## src/rtl/ipr1_pixstream_tx.sv

```systemverilog
// IPR1 pixel-stream transmitter: an input FIFO feeds a raster FSM that inserts line/frame blanking.
// Optional test-pattern source is compiled in when IPR1_PIXTX_TESTPAT_EN is defined.
module ipr1_pixstream_tx #(
    parameter int WIDTH      = 512,
    parameter int HEIGHT     = 512,
    parameter int HBLANK     = 16,
    parameter int VBLANK     = 8,
    parameter int FIFO_DEPTH = 16
) (
    input  logic       clk,
    input  logic       reset,
    input  logic       enable,
    input  logic [7:0] s_pixel,
    input  logic       s_valid,
`ifdef IPR1_PIXTX_TESTPAT_EN
    input  logic       testpat,
`endif
    output logic       s_ready,
    output logic [7:0] pixelout,
    output logic       frame_valid,
    output logic       data_valid,
    output logic [9:0] col_cnt,
    output logic [9:0] row_cnt,
    output logic       underrun,
    output logic       frame_done
);

    localparam int AW = $clog2(FIFO_DEPTH);

    localparam logic [1:0] S_IDLE   = 2'd0;
    localparam logic [1:0] S_ACTIVE = 2'd1;
    localparam logic [1:0] S_HBLANK = 2'd2;
    localparam logic [1:0] S_VBLANK = 2'd3;

    localparam logic [AW:0]   DEPTH_C  = (AW+1)'(FIFO_DEPTH);
    localparam logic [AW:0]   CNT_ONE  = (AW+1)'(1);
    localparam logic [AW-1:0] PTR_ONE  = AW'(1);
    localparam logic [9:0]    COL_LAST = 10'(WIDTH - 1);
    localparam logic [9:0]    ROW_LAST = 10'(HEIGHT - 1);
    localparam logic [15:0]   HB_LAST  = 16'(HBLANK - 1);
    localparam logic [15:0]   VB_LAST  = 16'(VBLANK - 1);

    // ---------------- input FIFO ----------------
    logic [7:0]    r_mem [FIFO_DEPTH];
    logic [AW-1:0] r_wr_ptr;
    logic [AW-1:0] r_rd_ptr;
    logic [AW:0]   r_count;
    logic          r_s_ready;
    logic [AW:0]   w_count_nxt;
    logic          w_wr;
    logic          w_rd;
    logic          w_empty;

    assign w_empty = (r_count == '0);
    assign w_wr    = s_valid & r_s_ready;

    always_comb begin
        w_count_nxt = r_count;
        case ({w_wr, w_rd})
            2'b10:   w_count_nxt = r_count + CNT_ONE;
            2'b01:   w_count_nxt = r_count - CNT_ONE;
            default: w_count_nxt = r_count;
        endcase
    end

    // s_ready is registered from the next count so it already reflects this cycle's read/write.
    always_ff @(posedge clk or posedge reset) begin
        if (reset) begin
            r_wr_ptr  <= '0;
            r_rd_ptr  <= '0;
            r_count   <= '0;
            r_s_ready <= 1'b0;
        end else begin
            if (w_wr) r_wr_ptr <= r_wr_ptr + PTR_ONE;
            if (w_rd) r_rd_ptr <= r_rd_ptr + PTR_ONE;
            r_count   <= w_count_nxt;
            r_s_ready <= (w_count_nxt != DEPTH_C);
        end
    end

    // NOTE: storage is deliberately not reset; the pointers and count define which entries are valid.
    always_ff @(posedge clk) begin
        if (w_wr) r_mem[r_wr_ptr] <= s_pixel;
    end

    // ---------------- raster FSM ----------------
    logic [1:0]  r_state;
    logic [9:0]  r_col;
    logic [9:0]  r_row;
    logic [15:0] r_bcnt;
    logic [7:0]  r_pixelout;
    logic        r_frame_valid;
    logic        r_data_valid;
    logic [9:0]  r_col_cnt;
    logic [9:0]  r_row_cnt;
    logic        r_underrun;
    logic        r_frame_done;

    logic        w_start;
    logic        w_tp;
    logic [7:0]  w_pix_src;
    logic        w_beat;
    logic        w_frame_start;

`ifdef IPR1_PIXTX_TESTPAT_EN
    logic       r_tp;
    logic [7:0] w_tp_pix;

    assign w_start   = enable & (testpat | ~w_empty);
    assign w_tp      = r_tp;
    assign w_tp_pix  = r_col[7:0] + r_row[7:0];
    assign w_pix_src = r_tp ? w_tp_pix : r_mem[r_rd_ptr];

    always_ff @(posedge clk or posedge reset) begin
        if (reset)              r_tp <= 1'b0;
        else if (w_frame_start) r_tp <= testpat;
    end
`else
    assign w_start   = enable & ~w_empty;
    assign w_tp      = 1'b0;
    assign w_pix_src = r_mem[r_rd_ptr];
`endif

    assign w_frame_start = w_start &
                           ((r_state == S_IDLE) | ((r_state == S_VBLANK) & (r_bcnt == VB_LAST)));
    assign w_beat        = (r_state == S_ACTIVE) & (w_tp | ~w_empty);
    assign w_rd          = (r_state == S_ACTIVE) & ~w_tp & ~w_empty;

    always_ff @(posedge clk or posedge reset) begin
        if (reset) begin
            r_state       <= S_IDLE;
            r_col         <= '0;
            r_row         <= '0;
            r_bcnt        <= '0;
            r_pixelout    <= '0;
            r_frame_valid <= 1'b0;
            r_data_valid  <= 1'b0;
            r_col_cnt     <= '0;
            r_row_cnt     <= '0;
            r_underrun    <= 1'b0;
            r_frame_done  <= 1'b0;
        end else begin
            r_data_valid <= 1'b0;
            r_underrun   <= 1'b0;
            r_frame_done <= 1'b0;
            case (r_state)
                S_IDLE: begin
                    if (w_frame_start) begin
                        r_state <= S_ACTIVE;
                        r_col   <= '0;
                        r_row   <= '0;
                    end
                end
                S_ACTIVE: begin
                    if (w_beat) begin
                        r_pixelout    <= w_pix_src;
                        r_data_valid  <= 1'b1;
                        r_frame_valid <= 1'b1;
                        r_col_cnt     <= r_col;
                        r_row_cnt     <= r_row;
                        if (r_col == COL_LAST) begin
                            r_state <= S_HBLANK;
                            r_bcnt  <= '0;
                        end else begin
                            r_col <= r_col + 10'd1;
                        end
                    end else begin
                        r_underrun <= 1'b1;
                    end
                end
                S_HBLANK: begin
                    if (r_bcnt == HB_LAST) begin
                        r_bcnt <= '0;
                        if (r_row != ROW_LAST) begin
                            r_row   <= r_row + 10'd1;
                            r_col   <= '0;
                            r_state <= S_ACTIVE;
                        end else begin
                            r_state <= S_VBLANK;
                        end
                    end else begin
                        r_bcnt <= r_bcnt + 16'd1;
                    end
                end
                default: begin
                    // VBLANK: the frame boundary is the only point where enable is re-examined.
                    r_frame_valid <= 1'b0;
                    if (r_bcnt == VB_LAST) begin
                        r_frame_done <= 1'b1;
                        r_bcnt       <= '0;
                        if (w_frame_start) begin
                            r_state <= S_ACTIVE;
                            r_col   <= '0;
                            r_row   <= '0;
                        end else begin
                            r_state <= S_IDLE;
                        end
                    end else begin
                        r_bcnt <= r_bcnt + 16'd1;
                    end
                end
            endcase
        end
    end

    assign s_ready     = r_s_ready;
    assign pixelout    = r_pixelout;
    assign frame_valid = r_frame_valid;
    assign data_valid  = r_data_valid;
    assign col_cnt     = r_col_cnt;
    assign row_cnt     = r_row_cnt;
    assign underrun    = r_underrun;
    assign frame_done  = r_frame_done;

endmodule

```

## config.mk

```make
export PLATFORM = sky130hd
export DESIGN_NAME = ipr1_pixstream_tx
export DESIGN_NICKNAME = d
export VERILOG_FILES = /design/src/rtl/ipr1_pixstream_tx.sv
export SDC_FILE = /design/constraint.sdc
export NUM_CORES = 1
export LEC_CHECK = 0
export ABC_AREA = 1
export CAP_MARGIN = 25
export CORE_UTILIZATION = 50
export CTS_CLUSTER_DIAMETER = 120
export CTS_CLUSTER_SIZE = 30
export DETAILED_ROUTE_END_ITERATION = 10
export HOLD_SLACK_MARGIN = 0.1
export PLACE_DENSITY = 0.78
export REMOVE_ABC_BUFFERS = 1
export SLEW_MARGIN = 40
export SYNTH_ARGS = -nofsm -noshare
export SYNTH_HDL_FRONTEND = slang
export SYNTH_SLANG_ARGS = --single-unit
```

## constraint.sdc

```tcl
create_clock -name clk -period 3.3 [get_ports clk]
set_input_delay 0.66 -clock clk [delete_from_list [all_inputs] [get_ports clk]]
set_output_delay 0.66 -clock clk [all_outputs]
set_load 0.02 [all_outputs]
```

==> results.json <==
{
  "grt_pass1_vias": 6275,
  "ys.flop_type": "edfxtp_1",
  "finalInstanceArea_um2": 10330,
  "worst_setup_path_end_kind": "flip-flop",
  "cts_root_buf": "clkbuf_16",
  "maxCapViolCount": 0,
  "final_nets": 951,
  "rsz0062_at_grt": "false",
  "synthAdderAreaFrac_pct": 2.006,
  "hold_class": "reg2reg",
  "detail-route-antenna-nets": 0,
  "synth_enable_flop_cells": 128,
  "synth_seq_cells": 212,
  "setup_violations": 0,
  "synth_area_um2": 9356,
  "cts_tree": "yes",
  "fmax_ghz": 0.3853,
  "detailroute.via_count": 6596,
  "drt_wl_total_um": 20630,
  "fin_crit_sh_pct": 78.65,
  "dpl.hpwl_um": 13890,
  "cp-start-kind": "flip-flop",
  "synth_top_family_by_area": "simple AND/OR/NAND/NOR gates",
  "portBuffers": 44,
  "critical_path.max_fanout": 14,
  "placed_cell_area_um2": 10010,
  "die_w_um": 138.8,
  "antenna_found_initial": 0,
  "die_area_um2": 19260,
  "finalCriticalPeriod_ns": 2.595,
  "netlist_top_cells_count": "136 x nand2_1, 128 x edfxtp_1, 127 x nor2_1",
  "fill_cells": 1545,
  "synth-xor-area-share_pct": 2.902,
  "grt.overflow.total": 0,
  "drt_drc_violations_left": 3,
  "gp_congestion": 0.9234,
  "grt_pass1_wl_um": 33230,
  "routed_via_density": 5.701,
  "wl_per_cell_um": 17.83,
  "drt_pre_antenna_iters": 8,
  "synth_top_area_share_pct": 41.08,
  "grtUsageTotal_pct": 21.74,
  "cts_sinks": 212,
  "cts-resized-gates": 0,
  "p_leak_uw": 0.003892,
  "pwr_density_cell_nw_per_um2": 766.8,
  "synth_compound_area_share_pct": 10.89,
  "cts_inserted_buffers": 11,
  "ys_top_cells_by_area": "edfxtp_1 41%, dfrtp_1 22%, o21ai_0 5.8%",
  "final_hold_viol_count": 0,
  "crit_required_ns": 3.69,
  "status": "finished, violations left",
  "violations": "DRC",
  "drt_iter0_markers": 618,
  "yosys.area.top_type": "edfxtp_1",
  "clockBufferDepth": 3,
  "maxSlewViolCount": 0,
  "min_path_cells": 2,
  "yosys_warnings": 0,
  "post_route_cells_drive_above_1_share_pct": 5.388,
  "synth_simple_gate_area_share_pct": 16.07,
  "critPathKind": "reg2reg",
  "post_cts_buffers": 0,
  "area_delta_synth_final_pct": 10.44,
  "synth.area.mux_share_pct": 0,
  "finClkSkew_ns": 0.04263,
  "ctsHoldBuffers": 0,
  "dp_worst_setup_slack_ns": 0.5262,
  "synthArstFlopShare_pct": 39.62,
  "reg2reg_depth": 10,
  "reg2reg_slack_ns": 0.70,
  "placement_rows": 49,
  "initial_core_util_pct": 51.56,
  "diodes": 0,
  "insertion_delay_ns": 0.47,
  "dieHeight_um": 138.8,
  "peakVddDrop_v": 0.0006105,
  "core_um2": 18150,
  "max_slew_margin_pct": 43.22,
  "cts.htree.levels": 1,
  "syn_inst": 895,
  "tightest_slew_ns": 0.8490,
  "tns_ns": 0,
  "seq_area_frac_synth_pct": 63.55,
  "yosysMostFrequentCell": "nand2_1",
  "ys_types": 37,
  "fin_ws_ns": 0.7046,
  "clkSlewWorstSetupHoldPaths_ns": 0.11,
  "cp.arrival_ns": 2.98,
  "ios": 45,
  "grt_max_degree": 67,
  "syn_avg_cell_area_um2": 10.45
}
[cells by family (layout without fill, tap and decap cells)]
logic type	Yosys count	count (layout)
DFF	212	212
xor gates and xnor gates	31	31
AOI/OAI and AO/OA	177	177
and+or+nand+nor	351	351
buffers and inverters	109	142
adders and majority gates	15	15
[worst paths after layout]
| kind | start | end |
|---|---|---|
| max in group asynchronous | reset | r_row[5] |
| min in group asynchronous | reset | r_count[4] |
| hold reg to reg | row_cnt[2] | row_cnt[2] |
| hold / removal | row_cnt[2] | row_cnt[2] |
| setup reg to reg | r_state[1] | r_bcnt[10] |
| setup / recovery | r_state[1] | r_bcnt[10] |
[cell usage in the layout (no fill, tap or decap), types with 2 or more instances in the layout]
cell / instances
o221ai_1: 20
buf_4: 10
xor2_1: 26
inv_1: 61
nor3_1: 9
clkbuf_1: 5
nor4_1: 4
nor2_1: 127
clkdlybuf4s50_1: 43
nand2_2: 2
dfrtp_1: 83
nor3_2: 4
ha_1: 15
o211ai_1: 2
a21oi_1: 3
o21ai_1: 12
o22ai_1: 20
xnor2_1: 5
clkbuf_16: 11
nand3_2: 3
edfxtp_1: 128
nand3_1: 45
nand4_1: 12
o21ai_0: 108
nand2_1: 136
inv_2: 7
a31oi_1: 8
nor2_2: 4
[metrics by stage]
step	std cells	util, %	hold WS (ns)	total power [uW]
floorplan	856	-	0.4638	5394
global placement	1140	55.18	0.4661	6407
detailed placement	1140	55.18	0.4745	6483
CTS	1157	56.97	0.5018	7921
global route	1157	56.94	0.5181	8410
finish	1157	56.94	0.4956	7924
[flip-flops by register name, indices dropped and copies added, names as in the netlist, 2 cells and up]
| register | cells |
|---|---|
| r_row | 10 |
| r_mem | 128 |
| r_count | 5 |
| r_state | 2 |
| r_rd_ptr | 4 |
| r_col | 10 |
| row_cnt | 10 |
| pixelout | 8 |
| r_bcnt | 16 |
| r_wr_ptr | 4 |
| col_cnt | 10 |
[power breakdown]
group	internal (uW)	switching [uW]	total (uW)
clock network	647	821	1470
registers	3200	240	3440
logic	912	2110	3020
[per-layer routing]
layer | vias to the layer above | global-route usage (%) | share of wire, %
met5 | - | 0 | 0
met4 | 0 | 6.491 | 2.5
met3 | 42 | 2.901 | 6.6
met2 | 265 | 36.55 | 48
met1 | 3155 | 29.61 | 43
li1 | 3134 | - | -
[area by class of cell]
class / instances / area (um^2) / area share (%)
timing repair buffer: 55 / 530.5 / 5.134
tap: 229 / 286.5 / 2.773
clock buffer: 16 / 294.0 / 2.845
clock inverter: 1 / 30.03 / 0.2906
sequential: 212 / 5947 / 57.55
inverter: 70 / 264.0 / 2.555
multi-input combinational: 574 / 2982 / 28.85
[worst max-delay path: stages (launching register included)]
cell and delay (ns):
dfrtp_1 0.43, inv_1 0.12, ha_1 0.36, inv_1 0.31, nor2_4 0.23, nor2_1 0.05
nand2_1 0.26, inv_2 0.20, and2_1 0.20, or2_1 0.21, a21oi_1 0.15
(Power assumes the default switching activity.)
==> variant 1: new RTL, same settings <==
Change the parameter `FIFO_DEPTH` from 16 to 32.
--- a/src/rtl/ipr1_pixstream_tx.sv
+++ b/src/rtl/ipr1_pixstream_tx.sv
@@ -6,5 +6,5 @@
     parameter int HBLANK     = 16,
     parameter int VBLANK     = 8,
-    parameter int FIFO_DEPTH = 16
+    parameter int FIFO_DEPTH = 32
 ) (
     input  logic       clk,
Behaviour: same outputs for any inputs over 10 cycles, from zero or initial values and one cycle with reset high; that may be too few to reach the edited logic, so the function may still have changed.
==> variant 1 against the original RTL <==
Worst setup slack lost 0.050 ns. Area after synthesis increased by 57%. Final area increased by 56%. Total power is 54% higher. Sequential cell count rose by 131. Combinational power increased by 51%. First-iteration DRC count is 94% higher. Wire length increased by 59%. Sequential share of layout area increased by 3.6 points.
==> variant 1: results (changes against the original RTL) <==
Post-synth top cells - 256 x edfxtp_1, 201 x nand2_1, 199 x nor2_1
CP arrival - 3.05 ns (+0.07 ns)
Final Hold Fails - 0 (unchanged)
# rows - 62 (+27%)
gr usage total - 0.2186 (+0.001214)
Clock Latency Late Sink - 0.50 ns (+0.03 ns)
post-synthesis sequential area ratio - 0.6701 (+0.03460)
Pleak - 5.828 nW (+50%)
Hold WC Path Type - reg2reg
RePlAce Congestion - 0.8790 (-4.8%)
Hold Slack - 0.4941 ns (-0.001502 ns)
total CTS buffers - 15 (+4)
clk_skew - 0.01757 ns (-0.02507 ns)
CTS Root Buffer Type - clkbuf_16
clk slew on worst S/H paths - 0.11 ns (about the same)
fillers - 2,372 (+54%)
clock buffer depth - 3 (unchanged)
Post-layout nets - 1,382 (+45%)
maximum vdd ir drop - 0.0004465 V (-27%)
DRT Pass-1 Iters - 6 (-2)
setup bufs post-CTS - 0 (unchanged)
biggest regs - r_mem (256), r_bcnt (16)
Syn. warnings - 0 (unchanged)
dpl ws - 0.2756 ns (-0.2506 ns)
post-DP HPWL - 20,980 µm (+51%)
Max-slew headroom - 0.4986 (+0.06636)
vias per cell - 5.793 (+1.6%)
Synth Flop Type - edfxtp_1
CP max FO - 13 (-1)
library cells used by synthesis - 42 (+14%)
Post-synth EDFFs - 256 (+100%)
DR iter-0 viols - 1,202 (+94%)
placed inst area - 0.01571 mm² (+57%)
status - completed
first-pass GRT wire length - 52,120 µm (+57%)
maximum number of pins on one net before global-route repair - 83 (+24%)
PortBufs - 44 (unchanged)
fmax - 378.1 MHz (-1.9%)
routed wire length - 32,850 µm (+59%)
synth top area cells - edfxtp_1 52%, dfrtp_1 15%, o21ai_0 5.2%, nand2_1 5.1%, nor2_1 5.1%
number of global-route vias before repair - 9,762 (+56%)
Async SR Flop Fraction - 0.2536 (-0.1426)
layout cell share with drive strength beyond 1 - 0.08737 (+0.03349)
Reg2Reg Setup Slack - 0.65 ns (-0.05 ns)
variant 1: cell types whose count changed in the layout (fill, tap and decap cells not counted), sizes merged, moves of 5 or more:
cell / before / now
o21ai: 121 / 167
a31oi: 8 / 0
buf: 12 / 44
o221ai: 20 / 25
nand3: 48 / 72
nand2: 138 / 209
a21oi: 3 / 10
nand4: 12 / 29
xor2: 26 / 21
o211ai: 2 / 8
clkbuf: 16 / 23
edfxtp: 128 / 256
nor2: 132 / 204
o22ai: 20 / 45
variant 1: path summary, 6_finish.rpt:
kind                                           endpoint                    start  cells after the start
max in group asynchronous        col_cnt[7]$_DFFE_PP0P_                    reset                      3
min in group asynchronous             s_ready$_DFF_PP0_                    reset                      2
worst max register to register     r_col[1]$_DFFE_PP0P_   r_state[1]$_DFFE_PP0P_                     10
worst max-delay path               r_col[1]$_DFFE_PP0P_   r_state[1]$_DFFE_PP0P_                     10
worst min register to register  pixelout[3]$_DFFE_PP0P_  pixelout[3]$_DFFE_PP0P_                      2
worst min-delay path            pixelout[3]$_DFFE_PP0P_  pixelout[3]$_DFFE_PP0P_                      2
variant 1: metrics by stage:
step | cells | utilization
6_report | 1746 | 0.5592
5_1_grt | 1746 | 0.5592
4_1_cts | 1746 | 0.5592
3_5_place_dp | 1722 | 0.5443
3_3_place_gp | 1722 | 0.5441
2_1_floorplan | 1250 | -
variant 1: logic make-up after synthesis:
logic type	share of synthesized area
xor gates and xnor gates	0.01428
buffers and inverters	0.03850
DFF	0.6701
adders and majority gates	0.01275
AOI/OAI and AO/OA	0.1037
and+or+nand+nor	0.1607
variant 1: critical path: stages (launching register included):
cell and delay (ns):
dfrtp_1 0.41, inv_1 0.11, ha_1 0.36, inv_1 0.42, nor2_2 0.13, a21oi_1 0.13, o21ai_1 0.12, a21oi_2 0.45
nand2_2 0.24, nand2_1 0.12, nand2_1 0.05
variant 1: final cells by class:
type                       instances  area, µm²  area share
timing repair buffer              88      795.8     0.04931
clock inverter                     1      16.27    0.001008
tap                              384      480.5     0.02977
inverter                          70      271.5     0.01682
sequential                       343       9868      0.6115
multi-input combinational        837       4290      0.2659
clock buffer                      23      415.4     0.02574
variant 1: routing by layer:
layer | share of wire | global-route usage | vias to the layer above
li1 | - | - | 4712
met5 | 0 | 0 | -
met3 | 0.075 | 0.02303 | 74
met4 | 0.031 | 0.07420 | 0
met2 | 0.48 | 0.3628 | 425
met1 | 0.41 | 0.3030 | 4904
variant 1: report_power, final:
group	leakage [nW]	switching (mW)	internal, mW
clock network	0.208	1.25	0.898
logic	2.16	3.20	1.36
registers	3.46	0.368	5.08
==> variant 2: new RTL, same flow settings <==
Made on the original files. Register the output `col_cnt` once more, cleared by the reset; this adds one clock of latency there. The other outputs are not delayed to match.
--- a/src/rtl/ipr1_pixstream_tx.sv
+++ b/src/rtl/ipr1_pixstream_tx.sv
@@ -208,5 +208,11 @@
     assign frame_valid = r_frame_valid;
     assign data_valid  = r_data_valid;
-    assign col_cnt     = r_col_cnt;
+    always_ff @(posedge clk or posedge reset) begin
+        if (reset) begin
+            col_cnt <= '0;
+        end else begin
+            col_cnt <= r_col_cnt;
+        end
+    end
     assign row_cnt     = r_row_cnt;
     assign underrun    = r_underrun;
Check against the original RTL: not equivalent (a bounded check fails within 10 cycles, from zero or initial values and one cycle with reset high).
==> variant 2 against the original RTL <==
Wire length is 1.2% lower. Worst setup slack improved by 0.15 ns. Critical path depth unchanged. Global-route usage shrank 0.89 points. Sequential share of layout area grew 0.71 points. Total power increased by 3.0%. Sequential cell count is 10 higher. Via count up 1.3%. Clock skew fell by 0.020 ns. Final area rose by 2.9%. Combinational power increased by 3%. Area after synthesis increased by 3.3%. Largest cell class unchanged.
==> variant 2: results (changes against the original RTL) <==
status - completed
clk slew on worst S/H paths - 0.11 ns (about the same)
PostCTS Resize Cnt - 0 (unchanged)
DR iter-0 viols - 698 (+13%)
CTS Root Buffer Type - clkbuf_16
PortBufs - 44 (unchanged)
Hold WC Path Type - reg2reg
Critical Path Max Stage Delay - 0.42 ns
via count - 6,682 (+1.3%)
clock buffer depth - 3 (unchanged)
initial antenna violation count - 0 (unchanged)
layout cell share with drive strength beyond 1 - 0.04206 (-0.01182)
biggest regs - r_mem (128), r_bcnt (16)
H-tree Lvls - 1 (unchanged)
Max-slew headroom - 0.4512 (+0.01891)
clk_skew - 0.02286 ns (-0.01978 ns)
placed cell count - 1,194 (+4.7%)
placed inst area - 0.01032 mm² (+3.1%)
slowest cell on the critical path - dfrtp_1
ant diodes - 0 (unchanged)
setup bufs post-CTS - 0 (unchanged)
RePlAce Congestion - 0.8891 (-3.7%)
hold depth - 0 (-2)
library cells used by synthesis - 39 (+5.4%)
Post-synth top cells - 151 x nand2_1, 142 x nor2_1, 128 x edfxtp_1
post-DP HPWL - 13,450 µm (-3.2%)
Clock Latency Late Sink - 0.47 ns (about the same)
Pleak - 4.106 nW (+5.5%)
Mapped Avg Cell Area - 10.47 µm² (+0.20%)
CP arrival - 2.81 ns (-0.17 ns)
max reg flops - 128 (unchanged)
DRT Pass-1 Iters - 5 (-3)
Async SR Flop Fraction - 0.4234 (+0.02720)
gr usage total - 0.2085 (-0.008920)
Post-synth EDFFs - 128 (unchanged)
routed wire length - 20,380 µm (-1.2%)
maximum number of pins on one net before global-route repair - 67 (unchanged)
first-pass GRT wire length - 32,240 µm (-3.0%)
total CTS buffers - 11 (unchanged)
synth top area cells - edfxtp_1 40%, dfrtp_1 24%, o21ai_0 6.1%, nand2_1 5.9%, nor2_1 5.5%
CP max FO - 12 (-2)
cell family with most CP delay - simple AND/OR/NAND/NOR gates
vias per cell - 5.518 (-3.2%)
FF-to-FF path depth - 10 (unchanged)
Post-layout nets - 974 (+2.4%)
number of global-route vias before repair - 6,148 (-2.0%)
maximum vdd ir drop - 0.0003562 V (-42%)
dpl ws - 0.5483 ns (+0.02206 ns)
post-synthesis sequential area ratio - 0.6409 (+0.005406)
Syn. warnings - 0 (unchanged)
==> variant 2: power by group <==
part / internal (mW) / switching [mW]
Clock: 0.645 / 0.831
Combinational: 0.917 / 2.19
Sequential: 3.34 / 0.245
Total: 4.90 / 3.26
==> variant 2: path summary, 6_finish.rpt <==
| path | to | start | slack [ns] |
|---|---|---|---|
| min in group asynchronous | r_col[7]$_DFFE_PP0P_ | reset | 0.61 |
| min | col_cnt[6]$_DFF_PP0_ | r_col_cnt[6]$_DFFE_PP0P_ | 0.39 |
| max reg2reg | r_col[0]$_DFFE_PP0P_ | r_state[1]$_DFFE_PP0P_ | 0.85 |
| min reg2reg | col_cnt[6]$_DFF_PP0_ | r_col_cnt[6]$_DFFE_PP0P_ | 0.39 |
| max | r_col[0]$_DFFE_PP0P_ | r_state[1]$_DFFE_PP0P_ | 0.85 |
| max in group asynchronous | r_count[1]$_DFF_PP0_ | reset | 2.01 |
==> variant 2: kinds of logic after synthesis <==
family | share of synthesized area
simple gates | 0.1657
flops | 0.6409
compound gates | 0.1047
buf+inv | 0.04400
xor+xnor | 0.02537
fa+ha+maj | 0.01941
==> variant 2: routing by layer <==
| layer | vias up | routed length (µm) | GRT usage |
|---|---|---|---|
| met4 | 0 | 239 | 0.04233 |
| met3 | 21 | 1353 | 0.02344 |
| met5 | - | 0 | 0 |
| met2 | 284 | 9765 | 0.3485 |
| li1 | 3204 | - | - |
| met1 | 3173 | 9023 | 0.2967 |
==> variant 2: final cells by class <==
cell class              instances  area (µm²)
clock buffers                  16       294.0
repair buffers                 51       505.5
inverters                      65       249.0
well taps                     260       325.3
multi-input cells             596        3047
fillers                      1567        8193
flip-flops and latches        222        6197
clock inverters                 1       20.02
